### src/rtl/lsu_ctrl_pkg.sv
// Shared constants for the load/store controller: RISC-V funct3 codes,
// fault cause encodings, access-size codes and FSM state encoding.
package lsu_ctrl_pkg;

    // Load funct3 codes
    localparam logic [2:0] F3_LB  = 3'b000;
    localparam logic [2:0] F3_LH  = 3'b001;
    localparam logic [2:0] F3_LW  = 3'b010;
    localparam logic [2:0] F3_LBU = 3'b100;
    localparam logic [2:0] F3_LHU = 3'b101;

    // Store funct3 codes
    localparam logic [2:0] F3_SB  = 3'b000;
    localparam logic [2:0] F3_SH  = 3'b001;
    localparam logic [2:0] F3_SW  = 3'b010;

    // Access size taken from funct3[1:0]
    localparam logic [1:0] SZ_BYTE = 2'b00;
    localparam logic [1:0] SZ_HALF = 2'b01;
    localparam logic [1:0] SZ_WORD = 2'b10;

    // fault_cause encodings
    localparam logic [1:0] CAUSE_NONE     = 2'b00;
    localparam logic [1:0] CAUSE_MISALIGN = 2'b01;
    localparam logic [1:0] CAUSE_ILLEGAL  = 2'b10;
    localparam logic [1:0] CAUSE_TIMEOUT  = 2'b11;

    // FSM state encoding
    localparam logic [1:0] ST_IDLE = 2'b00;
    localparam logic [1:0] ST_BUSY = 2'b01;
    localparam logic [1:0] ST_RESP = 2'b10;

endpackage

### src/rtl/lsu_load_align.sv
// Combinational load lane extraction and sign/zero extension.
// Ports:
//   mem_rdata  in  32  raw word from memory
//   offset     in  2   byte offset within the word
//   funct3     in  3   load width/sign code
//   load_data  out 32  extended load result
module lsu_load_align
    import lsu_ctrl_pkg::*;
(
    input  logic [31:0] mem_rdata,
    input  logic [1:0]  offset,
    input  logic [2:0]  funct3,
    output logic [31:0] load_data
);

    logic [7:0]  byte_sel;
    logic [15:0] half_sel;

    assign byte_sel = mem_rdata[{offset, 3'b000} +: 8];
    // Halfwords are only ever legal at offset 0 or 2, so offset[1] picks the lane.
    assign half_sel = offset[1] ? mem_rdata[31:16] : mem_rdata[15:0];

    always_comb begin
        load_data = mem_rdata;
        case (funct3)
            F3_LB:   load_data = {{24{byte_sel[7]}}, byte_sel};
            F3_LBU:  load_data = {24'd0, byte_sel};
            F3_LH:   load_data = {{16{half_sel[15]}}, half_sel};
            F3_LHU:  load_data = {16'd0, half_sel};
            default: load_data = mem_rdata;
        endcase
    end

endmodule

### src/rtl/lsu_ctrl.sv
// Load/store controller between execute stage and data memory.
// Accepts one load/store, checks legality/alignment, issues a word-addressed
// memory request with byte enables, waits for mem_ack (with timeout), then
// returns extended load data with a one-cycle done pulse.
// Ports:
//   clk, rst_n                      clock, synchronous active-low reset
//   valid_i, mr, mw, funct3         pipeline request and access type
//   address, rd2                    byte address and store data
//   stall, done                     pipeline hold and completion pulse
//   load_data, fault, fault_cause   registered result, held until next accept
//   mem_req, mem_we, mem_addr,
//   mem_be, mem_wdata               memory request, stable until mem_ack
//   mem_rdata, mem_ack              memory response
module lsu_ctrl
    import lsu_ctrl_pkg::*;
#(
    parameter int unsigned ADDR_W  = 32,
    parameter int unsigned TIMEOUT = 255
) (
    input  logic              clk,
    input  logic              rst_n,
    input  logic              valid_i,
    input  logic              mr,
    input  logic              mw,
    input  logic [2:0]        funct3,
    input  logic [ADDR_W-1:0] address,
    input  logic [31:0]       rd2,
    output logic              stall,
    output logic              done,
    output logic [31:0]       load_data,
    output logic              fault,
    output logic [1:0]        fault_cause,
    output logic              mem_req,
    output logic              mem_we,
    output logic [ADDR_W-3:0] mem_addr,
    output logic [3:0]        mem_be,
    output logic [31:0]       mem_wdata,
    input  logic [31:0]       mem_rdata,
    input  logic              mem_ack
);

    localparam logic [7:0] TIMEOUT_CNT = 8'(TIMEOUT);

    logic [1:0]        state_q, state_d;
    logic [7:0]        cnt_q, cnt_d;
    logic [1:0]        off_q, off_d;
    logic [2:0]        f3_q, f3_d;
    logic              we_q, we_d;
    logic              mem_req_q, mem_req_d;
    logic [ADDR_W-3:0] mem_addr_q, mem_addr_d;
    logic [3:0]        mem_be_q, mem_be_d;
    logic [31:0]       mem_wdata_q, mem_wdata_d;
    logic [31:0]       load_data_q, load_data_d;
    logic              fault_q, fault_d;
    logic [1:0]        cause_q, cause_d;

    logic        accept;
    logic        illegal;
    logic        misaligned;
    logic [3:0]  be_new;
    logic [31:0] wdata_new;
    logic [31:0] aligned_data;
    logic        timeout_hit;

    assign accept = (state_q == ST_IDLE) && valid_i && (mr || mw);

    always_comb begin
        illegal = 1'b0;
        if (mr && mw) begin
            illegal = 1'b1;
        end else if (mw) begin
            illegal = !(funct3 inside {F3_SB, F3_SH, F3_SW});
        end else begin
            illegal = !(funct3 inside {F3_LB, F3_LH, F3_LW, F3_LBU, F3_LHU});
        end
    end

    always_comb begin
        misaligned = 1'b0;
        be_new     = 4'b1111;
        wdata_new  = rd2;
        case (funct3[1:0])
            SZ_BYTE: begin
                be_new    = 4'b0001 << address[1:0];
                wdata_new = {4{rd2[7:0]}};
            end
            SZ_HALF: begin
                misaligned = address[0];
                be_new     = 4'b0011 << address[1:0];
                wdata_new  = {2{rd2[15:0]}};
            end
            SZ_WORD: begin
                misaligned = (address[1:0] != 2'b00);
            end
            default: ;
        endcase
    end

    lsu_load_align u_load_align (
        .mem_rdata (mem_rdata),
        .offset    (off_q),
        .funct3    (f3_q),
        .load_data (aligned_data)
    );

    // Fires in the BUSY cycle whose count would reach TIMEOUT, so mem_req is
    // held for exactly TIMEOUT cycles.
    assign timeout_hit = (8'(cnt_q + 8'd1) == TIMEOUT_CNT);

    always_comb begin
        state_d     = state_q;
        cnt_d       = cnt_q;
        off_d       = off_q;
        f3_d        = f3_q;
        we_d        = we_q;
        mem_req_d   = mem_req_q;
        mem_addr_d  = mem_addr_q;
        mem_be_d    = mem_be_q;
        mem_wdata_d = mem_wdata_q;
        load_data_d = load_data_q;
        fault_d     = fault_q;
        cause_d     = cause_q;
        case (state_q)
            ST_IDLE: begin
                if (accept) begin
                    off_d       = address[1:0];
                    f3_d        = funct3;
                    we_d        = mw;
                    mem_addr_d  = address[ADDR_W-1:2];
                    mem_be_d    = be_new;
                    mem_wdata_d = wdata_new;
                    load_data_d = 32'd0;
                    cnt_d       = 8'd0;
                    if (illegal || misaligned) begin
                        fault_d = 1'b1;
                        cause_d = illegal ? CAUSE_ILLEGAL : CAUSE_MISALIGN;
                        state_d = ST_RESP;
                    end else begin
                        fault_d   = 1'b0;
                        cause_d   = CAUSE_NONE;
                        mem_req_d = 1'b1;
                        state_d   = ST_BUSY;
                    end
                end
            end
            ST_BUSY: begin
                if (mem_ack) begin
                    load_data_d = we_q ? 32'd0 : aligned_data;
                    mem_req_d   = 1'b0;
                    state_d     = ST_RESP;
                end else if (timeout_hit) begin
                    mem_req_d = 1'b0;
                    fault_d   = 1'b1;
                    cause_d   = CAUSE_TIMEOUT;
                    state_d   = ST_RESP;
                end else begin
                    cnt_d = cnt_q + 8'd1;
                end
            end
            ST_RESP: state_d = ST_IDLE;
            default: state_d = ST_IDLE;
        endcase
    end

    always_ff @(posedge clk) begin
        if (!rst_n) begin
            state_q     <= ST_IDLE;
            cnt_q       <= 8'd0;
            off_q       <= 2'd0;
            f3_q        <= 3'd0;
            we_q        <= 1'b0;
            mem_req_q   <= 1'b0;
            mem_addr_q  <= '0;
            mem_be_q    <= 4'd0;
            mem_wdata_q <= 32'd0;
            load_data_q <= 32'd0;
            fault_q     <= 1'b0;
            cause_q     <= CAUSE_NONE;
        end else begin
            state_q     <= state_d;
            cnt_q       <= cnt_d;
            off_q       <= off_d;
            f3_q        <= f3_d;
            we_q        <= we_d;
            mem_req_q   <= mem_req_d;
            mem_addr_q  <= mem_addr_d;
            mem_be_q    <= mem_be_d;
            mem_wdata_q <= mem_wdata_d;
            load_data_q <= load_data_d;
            fault_q     <= fault_d;
            cause_q     <= cause_d;
        end
    end

    assign stall       = (state_q == ST_BUSY) || accept;
    assign done        = (state_q == ST_RESP);
    assign load_data   = load_data_q;
    assign fault       = fault_q;
    assign fault_cause = cause_q;
    assign mem_req     = mem_req_q;
    assign mem_we      = we_q;
    assign mem_addr    = mem_addr_q;
    assign mem_be      = mem_be_q;
    assign mem_wdata   = mem_wdata_q;

endmodule

### config.mk
export PLATFORM = sky130hd
export DESIGN_NAME = lsu_ctrl
export DESIGN_NICKNAME = d
export VERILOG_FILES = /design/src/rtl/lsu_ctrl_pkg.sv /design/src/rtl/lsu_load_align.sv /design/src/rtl/lsu_ctrl.sv
export SDC_FILE = /design/constraint.sdc
export NUM_CORES = 1
export LEC_CHECK = 0
export ABC_AREA = 1
export BUFFER_PORTS_ARGS = -buffer_cell sky130_fd_sc_hd__buf_2
export CAP_MARGIN = 20
export CORE_UTILIZATION = 30
export CTS_CLUSTER_DIAMETER = 100
export CTS_CLUSTER_SIZE = 12
export DETAILED_ROUTE_END_ITERATION = 10
export HOLD_SLACK_MARGIN = 0.02
export PLACE_DENSITY = 0.59
export SYNTH_ARGS = -nofsm -noshare
export SYNTH_HDL_FRONTEND = slang
export SYNTH_HIERARCHICAL = 1
export SYNTH_SLANG_ARGS = --single-unit
### constraint.sdc
create_clock -name clk -period 1.7 [get_ports clk]
set_input_delay 0.085 -clock clk [delete_from_list [all_inputs] [get_ports clk]]
set_output_delay 0.085 -clock clk [all_outputs]
set_load 0.03 [all_outputs]
### Word level (Yosys, flattened, before mapping)

Cells that the tools add are included.

* output and inout port bits: 105
* bits of input ports: 105
* register bits after elaboration: 118
* logic and storage cells: 93

* equal/unequal tests: 19
* add/sub/neg operators: 1
* shifts and indexed selects: 3
* mux-type cells: 36
* reductions and logical operators: 22

Operators by type and width (number)
* $pmux W32 S2: 2
* $pmux W32 S4: 1
* $mux W32: 3
* $shiftx A32 B6 Y8: 1
* $mux W8: 3
* $mux W2: 9
* $mux W16: 1
* $pmux W8 S2: 1
* $eq A3 B3 Y1 const B: 4
* $ne A2 B2 Y1 const B: 6
* $reduce_and A4 Y1: 3
* $mux W1: 10
* $add A8 B1 Y8 const B: 1
* $eq A8 B8 Y1 const B: 1
* $pmux W2 S2: 2
* $pmux W4 S2: 1
* $eq A3 B1 Y1 const B: 2
* $logic_not A3 Y1: 2
* $pmux W1 S2: 3
* $reduce_bool A5 Y1: 1
* $eq A2 B1 Y1 const B: 2
* $eq A2 B2 Y1 const B: 2
* $logic_not A2 Y1: 2
* $reduce_and A2 Y1: 2
* other kinds (10): 16

### Logic depth before layout (Yosys ltp)

* depth after elaboration: 9
* depth in mapped cells: 12
* gate-level depth less buffers: 12

### Modules after synthesis

The synthesis kept the hierarchy.

By module, submodules not included
* lsu_ctrl: times used 1, area an instance 4723.3 sq um, cells each 618, seq. area each 2362.3 sq um
* lsu_load_align: times used 1, area an instance 798.3 sq um, cells each 158, seq. area each 0.0 sq um

### Worst setup path before layout

Ideal clock, no wire load.

* path kind: register to register
* start: register cnt_q[0]
* end: register cnt_q[4]
* cell stages (with the launch flop): 11
* setup slack: 129 ps
* setup time: 67 ps
* path buffers: 1
* arrival: 1503 ps
* clock period less this slack: 1571 ps
* required time: 1633 ps
* cell sequence: dfxtp_1 ha_1 nand3_1 o21bai_1 nand2_1 nor2_4 nand3_2 nand2_2 buf_6 nand2_1 a21oi_2

* longest elaborated chain between the ends: 4
* elaborated cells between the ends (all ways): 7
* those cells by class: add/sub: 1; eq/ne: 2; mux: 3; reduce/logical: 1

Ends and longest elaborated chain
* start: declaration: line lsu_ctrl.sv:45 `logic [7:0] cnt_q, cnt_d;`
* start signal: assignment: line lsu_ctrl.sv:181 `cnt_q <= cnt_d;`
* $add A8 B1 Y8 *: line lsu_ctrl.sv:108, lsu_ctrl.sv:157
* $eq A8 B8 Y1 or $mux W8 (tied branches): line lsu_ctrl.sv:108, lsu_ctrl.sv:151
* $ne A2 B2 Y1 (no source line) or $mux W8 (tied branches)
* $reduce_and A4 Y1 (no source line) or $pmux W8 S2 (tied branches)

Every way passes the cells marked *; elsewhere a longest branch is shown, timed or not. The select of a mux whose other input is x is not followed.
A chain may end at the register's enable or synchronous reset.

### Worst setup path after layout

* start: input port mw
* end: output port stall

* longest elaborated chain between the ends: 3

Ends and longest elaborated chain
* start: declaration: line lsu_ctrl.sv:24 `input logic mw,`
* $logic_or A1 B1 Y1: line lsu_ctrl.sv:65 `assign accept = (state_q == ST_IDLE) && valid_i && (mr || mw);`
* $logic_and A1 B1 Y1: line lsu_ctrl.sv:65
* $logic_or A1 B1 Y1: line lsu_ctrl.sv:195 `assign stall = (state_q == ST_BUSY) || accept;`
* end: declaration: line lsu_ctrl.sv:28 `output logic stall,`

No other way between the ends.

==> implementation parameters <==
Parameter                              Value

Status
  Outcome    completed

Worst setup path
  Reg-to-reg endpoint    cnt_q[5]
  Critical Setup Path Class    primary input to output pin
  Worst path arrival time    1530 ps
  Worst setup EP type    output pin
  Worst R2R Start    cnt_q[1]
  Startpoint type of the worst setup path    primary input
  Path depth of the worst reg2reg path    10
  Data required time of the critical path    1620 ps
  R2R Setup Slk    110 ps
  Maximum fanout count along the critical path    9

Layout
  Area growth from synthesis to layout    49.6%
  Post-layout util    45.8%
  Diodes inserted    0
  Filler-free cell count of the finished design    1304
  Fraction of layout cells with a size suffix above 1    31.2%
  Area of all placed cells without fillers    8260 sq um
  Net total in the final layout    1172

Synth
  Post-synth EDFFs    0
  Post-synthesis cell area    5520 sq um
  Syn avg cell area    7.12 sq um
  Largest cells by area after synthesis    dfxtp_1 (43%), nand2_1 (14%), a21oi_1 (8.7%), nand3_1 (6.6%), o21ai_0 (4.4%)
  Most frequent cells after synthesis    nand2_1 (211), dfxtp_1 (118), a21oi_1 (96)
  Post-Syn Nets    886
  Most frequently used cell type in the post-synthesis netlist    nand2_1
  Async set-reset flop share out of synthesis    0%
  Fraction of the yosys area taken by sequential cells    42.8%
  Yosys warning total    6
  Post-Synthesis Cells    776
  Flops & latches, synth    118
  Yosys top cell area share    42.8%
  Library cell with the largest summed area after synthesis    dfxtp_1
  Most common flop cell mapped by yosys    dfxtp_1
  Number of distinct library cells after synthesis    35

Global route
  First-pass GRT wire length    29200 microns
  GRT Util Overall    19.9%
  Initial antenna violation count    0
  Met3 routing resource usage after global routing    5.19%
  Met1 GRT Util    24.1%
  Total overflow reported by the global router    0
  Met2 Use GR    32.6%
  Layer with the highest usage after global routing    met2
  Via count of the first global-routing pass    5933
  Pin count of the biggest net entering global routing    54

Power and ir drop
  Power Density    1050 nW/um^2
  Reported leakage power    3.79 nW
  Max VDD drop    0.000699 V

Timing
  Final Cycle Share    95.2%
  Maximum clock frequency    0.618 GHz
  Tightest hold margin    38.5 ps
  Normalized max-slew margin    68.6%
  Post-route setup slack    81.7 ps
  Final Setup Violations    0
  Fin. Hold Viols    0
  Period minus WS final    1620 ps
  Worst Tran Pin Value    470 ps
  Unrepaired setup endpoints after global routing    yes
  Worst clock skew on the final layout    11.9 ps
  Final-report max-slew violation count    0

Floorplanning
  Initial cell density of the core    30.6%
  Total I/O pin count    210
  Die Wd    138 microns
  Core area    18000 sq um
  Site Rows    49
  Vertical die dimension    138 microns
  Die Area    19000 sq um

Routing
  Routed wire length    18700 microns
  Post-detailed-route count of antenna-violating nets    0
  Via Count    6251
  Final routed wire length divided by cell count    14.4 microns
  Post-detailed-route via-to-cell ratio    4.79
  Total iterations of the first detailed-routing run    7
  Number of DRC violations after detailed routing    0
  Drt first-iter violations    280

Placed design
  Placed cells    1200
  Count of buffers inserted at the top-level ports    209
  Placed cell area    6890 sq um
  Detail Placement HPWL    12800 microns
  Worst Setup Slack post-DPL    48.5 ps
  Placer congestion estimate    0.907

Clock tree
  Cell chosen for the clock root    clkbuf_16
  Clock transition at the register clock pins on the worst setup and hold paths after CTS    60 ps
  H-tree levels    4
  Number of CTS-inserted buffers    17
  Max Buffers Root-to-Sink    2
  Worst-Skew Late Latency    420 ps
  Clock Sinks    118
  TritonCTS clock tree    built

Hold path
  Hold Crit Class    primary input to register
  Number of cells on the worst hold path    3
  Origin of the worst min-delay path    rd2[20]
  Hold-critical path endpoint    mem_wdata[20]

Run
  Max-capacitance violation count    0
-- layout by cell type, fill, tap and decap left out, types with 3 or more instances in the layout --
cell type,netlist,layout
inv_2,8,9
inv_8,0,3
dlygate4sd3_1,0,70
nor2_2,7,8
nand3_1,73,73
clkbuf_16,0,17
o21ai_1,7,7
nand2_2,7,6
inv_1,35,33
nand2_1,211,211
nand3_2,7,7
a211oi_1,6,6
o21ai_2,4,4
a21oi_1,96,95
or2_2,6,6
buf_12,0,4
nor2_4,3,4
dfxtp_1,118,115
a31oi_1,14,14
or2_1,4,4
nor2_1,44,42
buf_2,23,209
nor3_1,12,11
o21ai_0,48,48
buf_4,3,29
inv_6,0,8
-- flip-flops by register name, indices dropped and copies added (netlist names) --
name and count:
fault_cause 2, f3_q 3, load_data 32, mem_addr 30
mem_be 4, cnt_q 8, state_q 2, mem_we 1
off_q 2, mem_wdata 32, fault 1, mem_req 1
-- cell type report --
cell class,instances,area [sq um]
clock buffer,17,425
clock inverter,15,151
fill,1847,9770
inverter,44,170
multi-input combinational,567,2790
sequential,118,2370
tap,229,287
timing repair buffer,314,2070
-- cells by family (layout without fill, tap and decap cells) --
family | after synthesis | count (layout) | share of synthesized area [%]
simple gates | 376 | 376 | 30.0
compound gates | 185 | 185 | 18.2
flops | 118 | 118 | 42.8
buf+inv | 91 | 390 | 7.77
fa+ha+maj | 5 | 5 | 1.13
xor+xnor | 1 | 1 | 0.159
-- how the worst max path moves through the flow --
stage	from	to	cells past startpoint
final	mw	stall	7
after global placement	cnt_q[0]	cnt_q[0]	10
after CTS	mw	load_data[24]	9
after detailed placement	cnt_q[0]	cnt_q[5]	10
after floorplan	cnt_q[0]	cnt_q[4]	10
after global routing	funct3[0]	mem_req	11
-- critical path, cell delays in order --
cell	delay, ps
dlygate4sd3_1	540
buf_2	140
or2_1	250
nand3_2	110
buf_6	150
nand2_1	60
buf_2	190
-- repair_timing --
action | 4_1_cts | 5_1_grt
setup buffers | 1 | 1
pin swaps | 1 | 3
setup endpoints to repair | 1 | 46
resized for setup | 0 | 20
cloned | 0 | 0
endpoints found under the hold margin | 73 | 0
hold buffers | 70 | 0
-- power by group --
group / internal (mW) / leakage, nW / total (mW) / switching, mW
clock: 2.07 / 0.286 / 3.55 / 1.48
combinational: 0.733 / 2.54 / 2.01 / 1.28
sequential: 2.98 / 0.969 / 3.12 / 0.133
-- per-layer routing --
layer,part of all wire (%),routed length [microns]
met5,0,0
met4,2.9,535
met3,7.8,1460
met2,46,8700
met1,43,8040
-- stage by stage --
step,power (mW),TNS (ps)
final,8.68,0
after global routing,9.12,-39.3
after CTS,8.74,0
after detailed placement,5.02,0
after global placement,5.02,0
after floorplan,4.40,0
Power figures use the tool's default switching activity.
